File: src/rtl/flag_pkg.sv
// Shared types and default sizes for the ALU flag status unit.
// Latency: n/a (types and constants only).
// Backpressure: n/a.
package flag_pkg;

    localparam int WIDTH_DEF = 16;
    localparam int CNT_W_DEF = 8;

    // Condition selector used by the sequencer when querying the flags.
    typedef enum logic [2:0] {
        ALWAYS = 3'd0,
        EQ     = 3'd1,
        NE     = 3'd2,
        NEG    = 3'd3,
        POS    = 3'd4,
        NONNEG = 3'd5,
        STZ    = 3'd6,
        STS    = 3'd7
    } cond_e;

    // IDLE: no response outstanding; HOLD: response presented on resp_*.
    typedef enum logic {
        IDLE = 1'b0,
        HOLD = 1'b1
    } resp_state_e;

endpackage

File: src/rtl/flag_status_unit_cond_eval.sv
// Maps a condition code plus the live and sticky flags to a taken bit.
// Latency: purely combinational.
// Backpressure: none; evaluated every cycle, consumed by the response FSM.
//
// Ports: cond_code (selector), flag_z/flag_s (registered flags),
//        sticky_z/sticky_s (sticky flags), taken (condition result).
module cond_eval
    import flag_pkg::*;
(
    input  logic [2:0] cond_code,
    input  logic       flag_z,
    input  logic       flag_s,
    input  logic       sticky_z,
    input  logic       sticky_s,
    output logic       taken
);

    always_comb begin
        taken = 1'b0;
        case (cond_e'(cond_code))
            ALWAYS: taken = 1'b1;
            EQ:     taken = flag_z;
            NE:     taken = ~flag_z;
            NEG:    taken = flag_s;
            POS:    taken = ~flag_s & ~flag_z;
            NONNEG: taken = ~flag_s;
            STZ:    taken = sticky_z;
            STS:    taken = sticky_s;
            default: taken = 1'b0;
        endcase
    end

endmodule

File: src/rtl/flag_status_unit.sv
// Registers ALU result/flags, keeps sticky flags and a capture count, answers condition queries.
// Latency: capture 1 cycle; query response 1 cycle after accept, back-to-back supported.
// Backpressure: cond_ready drops while a response is held and resp_ready is low.
//
// Ports: clk/rst_n (async active-low reset); in_valid/in_result/in_zero/in_sign
//        (capture path); sticky_clr (clears sticky flags, counter, error);
//        cond_valid/cond_code/cond_ready (query); resp_valid/resp_taken/resp_ready
//        (response); flag_z/flag_s/sticky_z/sticky_s/result_q/cap_cnt (status);
//        flag_err (flag consistency error).
// Optional: define FLAG_CHECK_EN to build the flag consistency checker;
//           otherwise flag_err is tied low.
module flag_status_unit
    import flag_pkg::*;
#(
    parameter int WIDTH = WIDTH_DEF,
    parameter int CNT_W = CNT_W_DEF
) (
    input  logic             clk,
    input  logic             rst_n,
    input  logic             in_valid,
    input  logic [WIDTH-1:0] in_result,
    input  logic             in_zero,
    input  logic             in_sign,
    input  logic             sticky_clr,
    input  logic             cond_valid,
    input  logic [2:0]       cond_code,
    output logic             cond_ready,
    output logic             resp_valid,
    output logic             resp_taken,
    input  logic             resp_ready,
    output logic             flag_z,
    output logic             flag_s,
    output logic             sticky_z,
    output logic             sticky_s,
    output logic [WIDTH-1:0] result_q,
    output logic [CNT_W-1:0] cap_cnt,
    output logic             flag_err
);

    localparam logic [CNT_W-1:0] CNT_MAX = {CNT_W{1'b1}};

    resp_state_e state, state_nxt;
    logic        taken_nxt;
    logic        eval_taken;
    logic        accept;

    // ------------------------------------------------------------------
    // Capture path: live flags and result
    // ------------------------------------------------------------------
    always_ff @(posedge clk or negedge rst_n) begin
        if (!rst_n) begin
            flag_z   <= 1'b0;
            flag_s   <= 1'b0;
            result_q <= '0;
        end else if (in_valid) begin
            flag_z   <= in_zero;
            flag_s   <= in_sign;
            result_q <= in_result;
        end
    end

    // Sticky flags and saturating counter. A clear coinciding with a capture
    // acts as clear-then-capture, so the capture is counted and its flags kept.
    always_ff @(posedge clk or negedge rst_n) begin
        if (!rst_n) begin
            sticky_z <= 1'b0;
            sticky_s <= 1'b0;
            cap_cnt  <= '0;
        end else if (sticky_clr) begin
            sticky_z <= in_valid & in_zero;
            sticky_s <= in_valid & in_sign;
            cap_cnt  <= in_valid ? CNT_W'(1) : '0;
        end else if (in_valid) begin
            sticky_z <= sticky_z | in_zero;
            sticky_s <= sticky_s | in_sign;
            if (cap_cnt != CNT_MAX) begin
                cap_cnt <= cap_cnt + 1'b1;
            end
        end
    end

`ifdef FLAG_CHECK_EN
    // Recompute the flags from the result and flag any disagreement with the
    // flag generators. Same clear-then-capture ordering as the sticky flags.
    logic flag_mismatch;

    assign flag_mismatch = in_valid &
                           (((in_result == '0) != in_zero) ||
                            (in_result[WIDTH-1] != in_sign));

    always_ff @(posedge clk or negedge rst_n) begin
        if (!rst_n) begin
            flag_err <= 1'b0;
        end else if (sticky_clr) begin
            flag_err <= flag_mismatch;
        end else if (flag_mismatch) begin
            flag_err <= 1'b1;
        end
    end
`else
    assign flag_err = 1'b0;
`endif

    // ------------------------------------------------------------------
    // Condition query / response
    // ------------------------------------------------------------------
    // Evaluation uses the registered flags, so a capture in the accept cycle
    // is not visible to that query.
    cond_eval u_cond_eval (
        .cond_code (cond_code),
        .flag_z    (flag_z),
        .flag_s    (flag_s),
        .sticky_z  (sticky_z),
        .sticky_s  (sticky_s),
        .taken     (eval_taken)
    );

    assign cond_ready = (state == IDLE) | resp_ready;
    assign accept     = cond_valid & cond_ready;
    assign resp_valid = (state == HOLD);

    always_ff @(posedge clk or negedge rst_n) begin
        if (!rst_n) begin
            state      <= IDLE;
            resp_taken <= 1'b0;
        end else begin
            state      <= state_nxt;
            resp_taken <= taken_nxt;
        end
    end

    always_comb begin
        state_nxt = state;
        taken_nxt = resp_taken;
        case (state)
            IDLE: begin
                if (accept) begin
                    state_nxt = HOLD;
                    taken_nxt = eval_taken;
                end
            end
            HOLD: begin
                if (resp_ready) begin
                    if (accept) begin
                        state_nxt = HOLD;
                        taken_nxt = eval_taken;
                    end else begin
                        state_nxt = IDLE;
                        taken_nxt = 1'b0;
                    end
                end
            end
            default: begin
                state_nxt = IDLE;
                taken_nxt = 1'b0;
            end
        endcase
    end

endmodule

File: config.mk
export PLATFORM = sky130hd
export DESIGN_NAME = flag_status_unit
export DESIGN_NICKNAME = d
export VERILOG_FILES = /design/src/rtl/flag_pkg.sv /design/src/rtl/flag_status_unit_cond_eval.sv /design/src/rtl/flag_status_unit.sv
export SDC_FILE = /design/constraint.sdc
export NUM_CORES = 1
export LEC_CHECK = 0
export ABC_AREA = 1
export ABC_CLOCK_PERIOD_IN_PS = 2850
export CAP_MARGIN = 0
export CELL_PAD_IN_SITES_DETAIL_PLACEMENT = 1
export CELL_PAD_IN_SITES_GLOBAL_PLACEMENT = 2
export CORE_MARGIN = 1.5
export CORE_UTILIZATION = 24
export CTS_CLUSTER_DIAMETER = 40
export DETAILED_ROUTE_END_ITERATION = 12
export GPL_TIMING_DRIVEN = 0
export PLACE_DENSITY = 0.8
export SLEW_MARGIN = 20
export SYNTH_ARGS = -nofsm -noshare
export SYNTH_HDL_FRONTEND = slang
export SYNTH_HIERARCHICAL = 1
export SYNTH_SLANG_ARGS = --single-unit
File: constraint.sdc
create_clock -name clk -period 2.85 [get_ports clk]
set_clock_uncertainty 0.15 [all_clocks]
set_input_delay 0.855 -clock clk [delete_from_list [all_inputs] [get_ports clk]]
set_output_delay 0.855 -clock clk [all_outputs]
set_load 0.01 [all_outputs]
==> Word-level counts from Yosys, hierarchy flattened <==
Index checks and enable logic that the tools add are counted.
{ "totals": {"regBits": 30, "inputBits": 27} }
{ "classes": {"n_eq_ne": 10, "bitwise_logic": 10, "mux": 16, "n_reduce_logical": 5, "addsub": 1} }
{ "op_table": {"columns": ["cell", "n"], "rows": [
  ["$mux 8", 3],
  ["$eq 3x3->1 const B", 4],
  ["$mux 1", 10],
  ["$add 8x1->8 const B", 1],
  ["$ne 8x8->1 const B", 1],
  ["$pmux 1 s8", 1],
  ["$eq 3x2->1 const B", 2],
  ["$and 1x1->1", 4],
  ["$ne 2x2->1 const B", 2],
  ["$pmux 1 s2", 2],
  ["$reduce_and 2->1", 2],
  ["$reduce_bool 2->1", 2],
  ["$eq 3x1->1 const B", 1],
  ["$logic_not 3->1", 1],
  ["$not 1->1", 3],
  ["$or 1x1->1", 3]
]} }

==> Longest topological paths before layout <==
Gate-level depths: netlist of the first run.
{ "logic_depth": {"depth_word": 6, "mapped_depth": 8} }

==> By module <==
The synthesis of the first run kept the hierarchy.
{ "by_module_without_submodules": {"columns": ["mod", "seq_area_each_um2", "n_inst", "area_each_um2", "cells_per_inst"], "rows": [
  ["flag_status_unit", 750.7, 1, 1343.8, 164],
  ["cond_eval", 0.0, 1, 72.6, 18]
]} }

==> Worst setup path after synthesis of the first run <==
No wires, ideal clock.
{ "synth_timing": {"kind": "input to output", "from": "input resp_ready", "to": "output cond_ready", "t_required_ns": 1.845, "cell_stages": 2, "n_path_buf": 0, "t_arrival_ns": 0.999, "path_slack_ns": 0.846, "cell_sequence": "inv_1 > nand2_1"} }
{ "synth_between": {"elab_chain_len": 1} }
{ "synth_rtl": {"columns": ["item", "line_no", "rtl"], "rows": [
  ["start, declared", "flag_status_unit.sv:30", "input logic resp_ready,"],
  ["$or 1x1->1", "flag_status_unit.sv:118", "assign cond_ready = (state == IDLE) | resp_ready;"],
  ["end, declared", "flag_status_unit.sv:27", "output logic cond_ready,"]
]} }
No other way between the ends.

==> Worst setup path after layout of the first run <==
Same ends and word-level chain as after synthesis.

==> results of run 1 <==
final cells by class:
class | count | area [sq um]
fillers | 706 | 3440
flip-flops and latches | 30 | 751
multi-input cells | 127 | 567
repair buffers | 57 | 564
well taps | 72 | 90.1
clock buffers | 6 | 82.6
inverters | 20 | 75.1
plain buffers | 5 | 23.8
clock inverters | 2 | 12.5
how the worst max path moves through the flow:
stage / slack (ns) / to
3_5_place_dp: -0.15 / cond_ready
5_1_grt: 0.07 / cond_ready
3_3_place_gp: -0.15 / cond_ready
2_1_floorplan: 0.85 / cond_ready
6_report: 0.13 / cond_ready
4_1_cts: 0.12 / cond_ready
metal layers:
layer  vias to the layer above  wire [um]
met3                         5        221
li1                        683          -
met1                       602       1820
met2                        38       1610
met5                         -          0
met4                         0         65
kinds of logic after synthesis:
| logic type | count (synthesis) | share of synthesized area (%) |
|---|---|---|
| AO/OA/AOI/OAI | 19 | 7.86 |
| AND/OR/NAND/NOR | 105 | 30.4 |
| other | 1 | 0.265 |
| buffers and inverters | 25 | 6.98 |
| adder cells (fa/ha/maj) | 1 | 0.883 |
| flip-flops | 30 | 53.0 |
| XOR/XNOR | 1 | 0.618 |
power groups by stage:
stage / logic [mW] / registers [mW] / clock network [mW]
2_1_floorplan: 0.0589 / 0.502 / 0
3_3_place_gp: 0.202 / 0.490 / 0
3_5_place_dp: 0.204 / 0.489 / 0
4_1_cts: 0.204 / 0.482 / 0.370
5_1_grt: 0.222 / 0.486 / 0.389
6_report: 0.199 / 0.481 / 0.357
registers in the layout (all words and copies together), names as in the netlist:
register    flops
result_q       16
resp_taken      1
resp_valid      1
flag_z          1
sticky_s        1
cap_cnt         8
sticky_z        1
flag_s          1
stage by stage:
stage | TNS (ns) | utilization (%) | setup WS [ns] | hold WS (ns) | area, sq um
6_report | 0 | 38.6 | 0.130 | 0.322 | 2170
5_1_grt | 0 | 38.6 | 0.0730 | 0.350 | 2170
4_1_cts | 0 | 38.6 | 0.122 | 0.329 | 2170
3_5_place_dp | -0.155 | 36.9 | -0.155 | 0.312 | 2070
3_3_place_gp | -0.155 | 37.0 | -0.155 | 0.306 | 2080
2_1_floorplan | 0 | - | 0.846 | 0.359 | 1420
layout by cell type, fill, tap and decap left out, types with 3 or more instances in the layout:
master           instances
clkdlybuf4s50_1         55
a21oi_1                  4
clkbuf_8                 6
clkbuf_1                 3
nand3_1                  9
nor2_2                   3
inv_1                   18
nand2_1                 82
dfrtp_1                 30
nor2_1                   7
o21ai_0                  8
worst reg2reg max path, cell delays in order, from the launching register on:
cell	delay, ns
dfrtp_1	0.42
ha_1	0.21
nand2_2	0.09
nor2_2	0.13
nand3_2	0.12
nand2_4	0.12
inv_2	0.05
nand2_1	0.06
nand2_1	0.05
timing repair:
item / 4_1_cts / 5_1_grt
gates resized for setup: 1 / 0
hold buffers: 0 / 0
setup endpoints to repair: 1 / 0
setup buffers: 0 / 0
==> results.sh, run 1 <==
export IMPL_status="finished clean"
export IMPL_r2r_start="cap_cnt[1]$_DFFE_PN0P_"
export IMPL_min_from="result_q[2]$_DFFE_PN0P_"
export IMPL_start_kind="primary input"
export IMPL_finalNonFillerCells=319
export IMPL_synthMostInstantiatedCell="nand2_1"
export IMPL_worst_endpoint_arrival_ns=1.71
export IMPL_synth_top_area_cell="dfrtp_1"
export IMPL_final_hold_violation_count=0
export IMPL_grt_pass1_vias=1292
export IMPL_rsz0062_at_grt="no"
export IMPL_wire_per_inst_um=11.7
export IMPL_synth_common_cells="nand2_1, dfrtp_1, inv_1"
export IMPL_path_clk_slew_ns=0.06
export IMPL_ff2ff_path_depth=8
export IMPL_core_area_sq_um=5610
export IMPL_fmax_ghz=0.368
export IMPL_pwr_share_clk_pct=34.4
export IMPL_dieWidth_um=79.8
export IMPL_grt_pass1_wl_um=6140
export IMPL_intPower_mw=0.763
export IMPL_p_total_mw=1.04
export IMPL_post_route_min_period_ns=2.72
export IMPL_comb_power_share_pct=19.2
export IMPL_period_share_pct=95.4
export IMPL_ios=59
export IMPL_ant_nets=0
export IMPL_yosysWarnings=6
export IMPL_synth_top_area_share_pct=53.0
export IMPL_seq_power_share_pct=46.4
export IMPL_hold_class="flop to flop"
export IMPL_worst_pin_slew_ns=0.701
export IMPL_rrSetupSlack_ns=1.34
export IMPL_core_rowCount=27
export IMPL_syn2layout_area_growth_pct=52.9
export IMPL_p_leak_nw=1.04
export IMPL_dp_cells=311
export IMPL_synth_seq_cells=30
export IMPL_drt_iter0_drc=19
export IMPL_r2r_end="cap_cnt[3]$_DFFE_PN0P_"
export IMPL_avgSynthCellArea_sq_um=7.78
export IMPL_vias=1328
export IMPL_ys_flop_type="dfrtp_1"
export IMPL_path_max_fanout=4
export IMPL_die_height_um=79.8
export IMPL_port_buffers=57
export IMPL_met3_usage_pct=2.63
export IMPL_p_sw_mw=0.274
export IMPL_hpwl_um=2830
export IMPL_grt_busiest_layer="met2"
export IMPL_maxSlewViolCount=0
export IMPL_worst_path_max_delay_cell="clkdlybuf4s50_1"
export IMPL_viasPerCell=4.16
export IMPL_drt_pass1_iterations=2
export IMPL_cts_buffers=5
export IMPL_syn_area_sq_um=1420
export IMPL_holdPathEnd="result_q[2]$_DFFE_PN0P_"
export IMPL_path_cells="clkdlybuf4s50_1 -> inv_1 -> nand2_1 -> dlygate4sd2_1"
export IMPL_grtUsageMet2_pct=18.6
export IMPL_cts_sinks=30
export IMPL_drive_above_1_share_pct=8.50
export IMPL_wl_um=3720
export IMPL_ys_seq_area_share_pct=53.0
export IMPL_htree_num_levels=2
export IMPL_switching_share_pct=26.4
export IMPL_clock_path_buffers=2
export IMPL_synthCells=182
export IMPL_synth_nets=210
export IMPL_pwr_density_cell_nw_per_um2=479
export IMPL_gr_total_overflow=0
export IMPL_clockRootBuffer="clkbuf_8"
export IMPL_antenna_cells=0
export IMPL_hold_depth=2
export IMPL_postSynth_asyncResetShare_pct=100
export IMPL_max_cap_violations=0
export IMPL_worstSetupPathType="primary input to primary output"
export IMPL_use_met1_pct=17.3
export IMPL_crit_required_ns=1.85
export IMPL_yosys_top_cells_area="dfrtp_1, nand2_1, inv_1"
export IMPL_slowest_delay_ns=0.45
export IMPL_antenna_found_initial=0
export IMPL_setup_viol=0
export IMPL_clk_insertion_delay_late_ns=0.28
export IMPL_die_area_sq_um=6370
export IMPL_grt_max_degree=31
export IMPL_path_buf_inv=3
export IMPL_synth_cell_types=24
export IMPL_critPathLaunch="resp_ready"
export IMPL_relSlewSlack_pct=53.3
export IMPL_start_util_pct=25.3
export IMPL_critical_path_top_delay_family="buffers and inverters"
export IMPL_gp_congestion=0.754
export IMPL_crit_path_end_kind="primary output"
export IMPL_crit_cells=4
export IMPL_finalNetCount=274
export IMPL_cts_tree="yes"
export IMPL_grt_util_all_layers_pct=12.6
export IMPL_max_vdd_ir_drop_uv=213
export IMPL_route_detailed_drc=0
export IMPL_synth_edff_count=0
Note: power is estimated with default switching activity, not from simulation.
==> run 2: changes to the inputs <==
--- a/config.mk
+++ b/config.mk
@@ -10,6 +10,7 @@
 export CAP_MARGIN = 0
 export CELL_PAD_IN_SITES_DETAIL_PLACEMENT = 1
 export CELL_PAD_IN_SITES_GLOBAL_PLACEMENT = 2
+export CORE_ASPECT_RATIO = 0.9
 export CORE_MARGIN = 1.5
 export CORE_UTILIZATION = 24
 export CTS_CLUSTER_DIAMETER = 40
==> run 2 against run 1 <==
Effect of this change:
- via count increased by 2.3%
- die area about the same
- first-iteration DRC count increased by 110%
- worst setup slack improved by 0.00067 ns
- fmax about the same
- non-clock buffer count increased by 1
- clock power increased by 50%
- global-route usage increased by 0.19 points
- hold slack got worse by 0.041 ns
- count of clock-buffer cells in the layout unchanged
- largest cell class unchanged
- largest power group is now clock
==> results.sh, run 2 (synthesized netlist as in run 1, its figures left out) <==
export IMPL_status="finished clean"
export IMPL_setup_viol=0
export IMPL_maxSlewViolCount=0
export IMPL_hold_class="primary input to async pin"
export IMPL_crit_required_ns=1.85
export IMPL_clk_insertion_delay_late_ns=0.27
export IMPL_wire_per_inst_um=11.9
export IMPL_pwr_share_clk_pct=44.0
export IMPL_postCtsSetupRepairBufs=0
export IMPL_grt_pass1_vias=1330
export IMPL_path_clk_slew_ns=0.07
export IMPL_fin_ws_ns=0.131
export IMPL_syn2layout_area_growth_pct=57.5
export IMPL_top_register="result_q"
export IMPL_period_share_pct=95.4
export IMPL_fin_util_pct=39.2
export IMPL_final_hold_violation_count=0
export IMPL_port_buffers=57
export IMPL_r2r_start="cap_cnt[1]$_DFFE_PN0P_"
export IMPL_pwr_density_cell_nw_per_um2=547
export IMPL_reg_largest_list="result_q x16, cap_cnt x8"
export IMPL_clock_path_buffers=2
export IMPL_seq_power_share_pct=39.4
export IMPL_ios=59
export IMPL_critPathLaunch="resp_ready"
export IMPL_cts_sinks=30
export IMPL_finalNetCount=275
export IMPL_p_leak_nw=1.07
export IMPL_ant_nets=0
export IMPL_grt_busiest_layer="met2"
export IMPL_max_cap_violations=0
export IMPL_grt_pass1_wl_um=6290
export IMPL_largest_reg_flops=16
export IMPL_p_total_mw=1.22
export IMPL_holdBufCountCts=0
export IMPL_antenna_cells=0
export IMPL_wl_um=3780
export IMPL_drive_above_1_share_pct=8.87
export IMPL_dieWidth_um=84.0
export IMPL_rsz0062_at_grt="no"
export IMPL_crit_path_end_kind="primary output"
export IMPL_route_detailed_drc=0
export IMPL_use_met1_pct=16.1
export IMPL_core_rowCount=26
export IMPL_comb_power_share_pct=16.6
export IMPL_drt_iter0_drc=40
export IMPL_grt_max_degree=23
export IMPL_viasPerCell=4.27
export IMPL_post_route_min_period_ns=2.72
export IMPL_met3_usage_pct=3.25
export IMPL_place_ws_ns=-0.147
export IMPL_clockRootBuffer="clkbuf_8"
export IMPL_hpwl_um=2890
export IMPL_worstSetupPathType="primary input to primary output"
export IMPL_die_height_um=75.9
export IMPL_core_area_sq_um=5690
export IMPL_cts_resized=1
export IMPL_gr_total_overflow=0
export IMPL_path_max_fanout=4
export IMPL_start_util_pct=24.9
export IMPL_drt_pass1_iterations=4
export IMPL_p_sw_mw=0.276
export IMPL_layout_commonest_cell="nand2_1"
export IMPL_max_vdd_ir_drop_uv=239
export IMPL_htree_num_levels=2
export IMPL_dp_cells=310
export IMPL_start_kind="primary input"
export IMPL_final_cell_mix="nand2_1, clkdlybuf4s50_1, dfrtp_1"
export IMPL_cts_tree="yes"
export IMPL_antenna_found_initial=0
export IMPL_switching_share_pct=22.6
export IMPL_intPower_mw=0.945
export IMPL_cts_buffers=5
export IMPL_fmax_ghz=0.368
export IMPL_finalNonFillerCells=318
export IMPL_die_area_sq_um=6370
export IMPL_worst_endpoint_arrival_ns=1.71
export IMPL_gp_congestion=0.742
export IMPL_grt_util_all_layers_pct=12.8
export IMPL_grtUsageMet2_pct=21.0
export IMPL_vias=1359
[run 2: changes by cell type in the layout (fill, tap and decap cells not counted)]
cell        previous run  this run
clkinvlp_4             1         0
clkinv_2               1         0
buf_12                 0         1
bufinv_16              0         2
[run 2: critical path, stage by stage]
cell             delay (ns)
clkdlybuf4s50_1        0.45
inv_1                  0.03
nand2_1                0.09
dlygate4sd2_1          0.28
[run 2: layer usage]
layer	vias up	wire length, um
met3	5	198
met4	0	64
met1	637	1750
met5	-	0
li1	681	-
met2	36	1760
[run 2: path summary, 6_finish.rpt]
path / endpoint / slack [ns] / depth (start not counted)
worst max-delay path: cond_ready / 0.13 / 4
worst min-delay path: result_q[6]$_DFFE_PN0P_ / 0.28 / 1
worst max register to register: cap_cnt[3]$_DFFE_PN0P_ / 1.32 / 8
worst min register to register: result_q[14]$_DFFE_PN0P_ / 0.32 / 2
max in group asynchronous: sticky_s$_DFFE_PN0P_ / 1.88 / 2
min in group clk: result_q[14]$_DFFE_PN0P_ / 0.32 / 2
[run 2: power groups by stage]
stage	combinational [mW]	sequential (mW)	clock (mW)
2_1_floorplan	0.0589	0.502	0
3_3_place_gp	0.203	0.489	0
3_5_place_dp	0.209	0.488	0
4_1_cts	0.209	0.481	0.555
5_1_grt	0.226	0.486	0.576
6_report	0.203	0.481	0.537
[run 2: per-stage QoR]
| step | TNS (ns) | hold WS (ns) | cell area [sq um] |
|---|---|---|---|
| after floorplan | 0 | 0.359 | 1420 |
| after global placement | -0.160 | 0.305 | 2070 |
| after detailed placement | -0.147 | 0.308 | 2090 |
| after CTS | 0 | 0.276 | 2230 |
| after global routing | 0 | 0.283 | 2230 |
| final | 0 | 0.281 | 2230 |
[run 2: final cells by class]
class                           count  area [sq um]
Multi-Input combinational cell    127           567
Sequential cell                    30           751
Tap cell                           70          87.6
Fill cell                         693          3460
Timing Repair Buffer               58           584
Inverter                           20          75.1
Buffer                              5          23.8
Clock inverter                      2          60.1
Clock buffer                        6          82.6
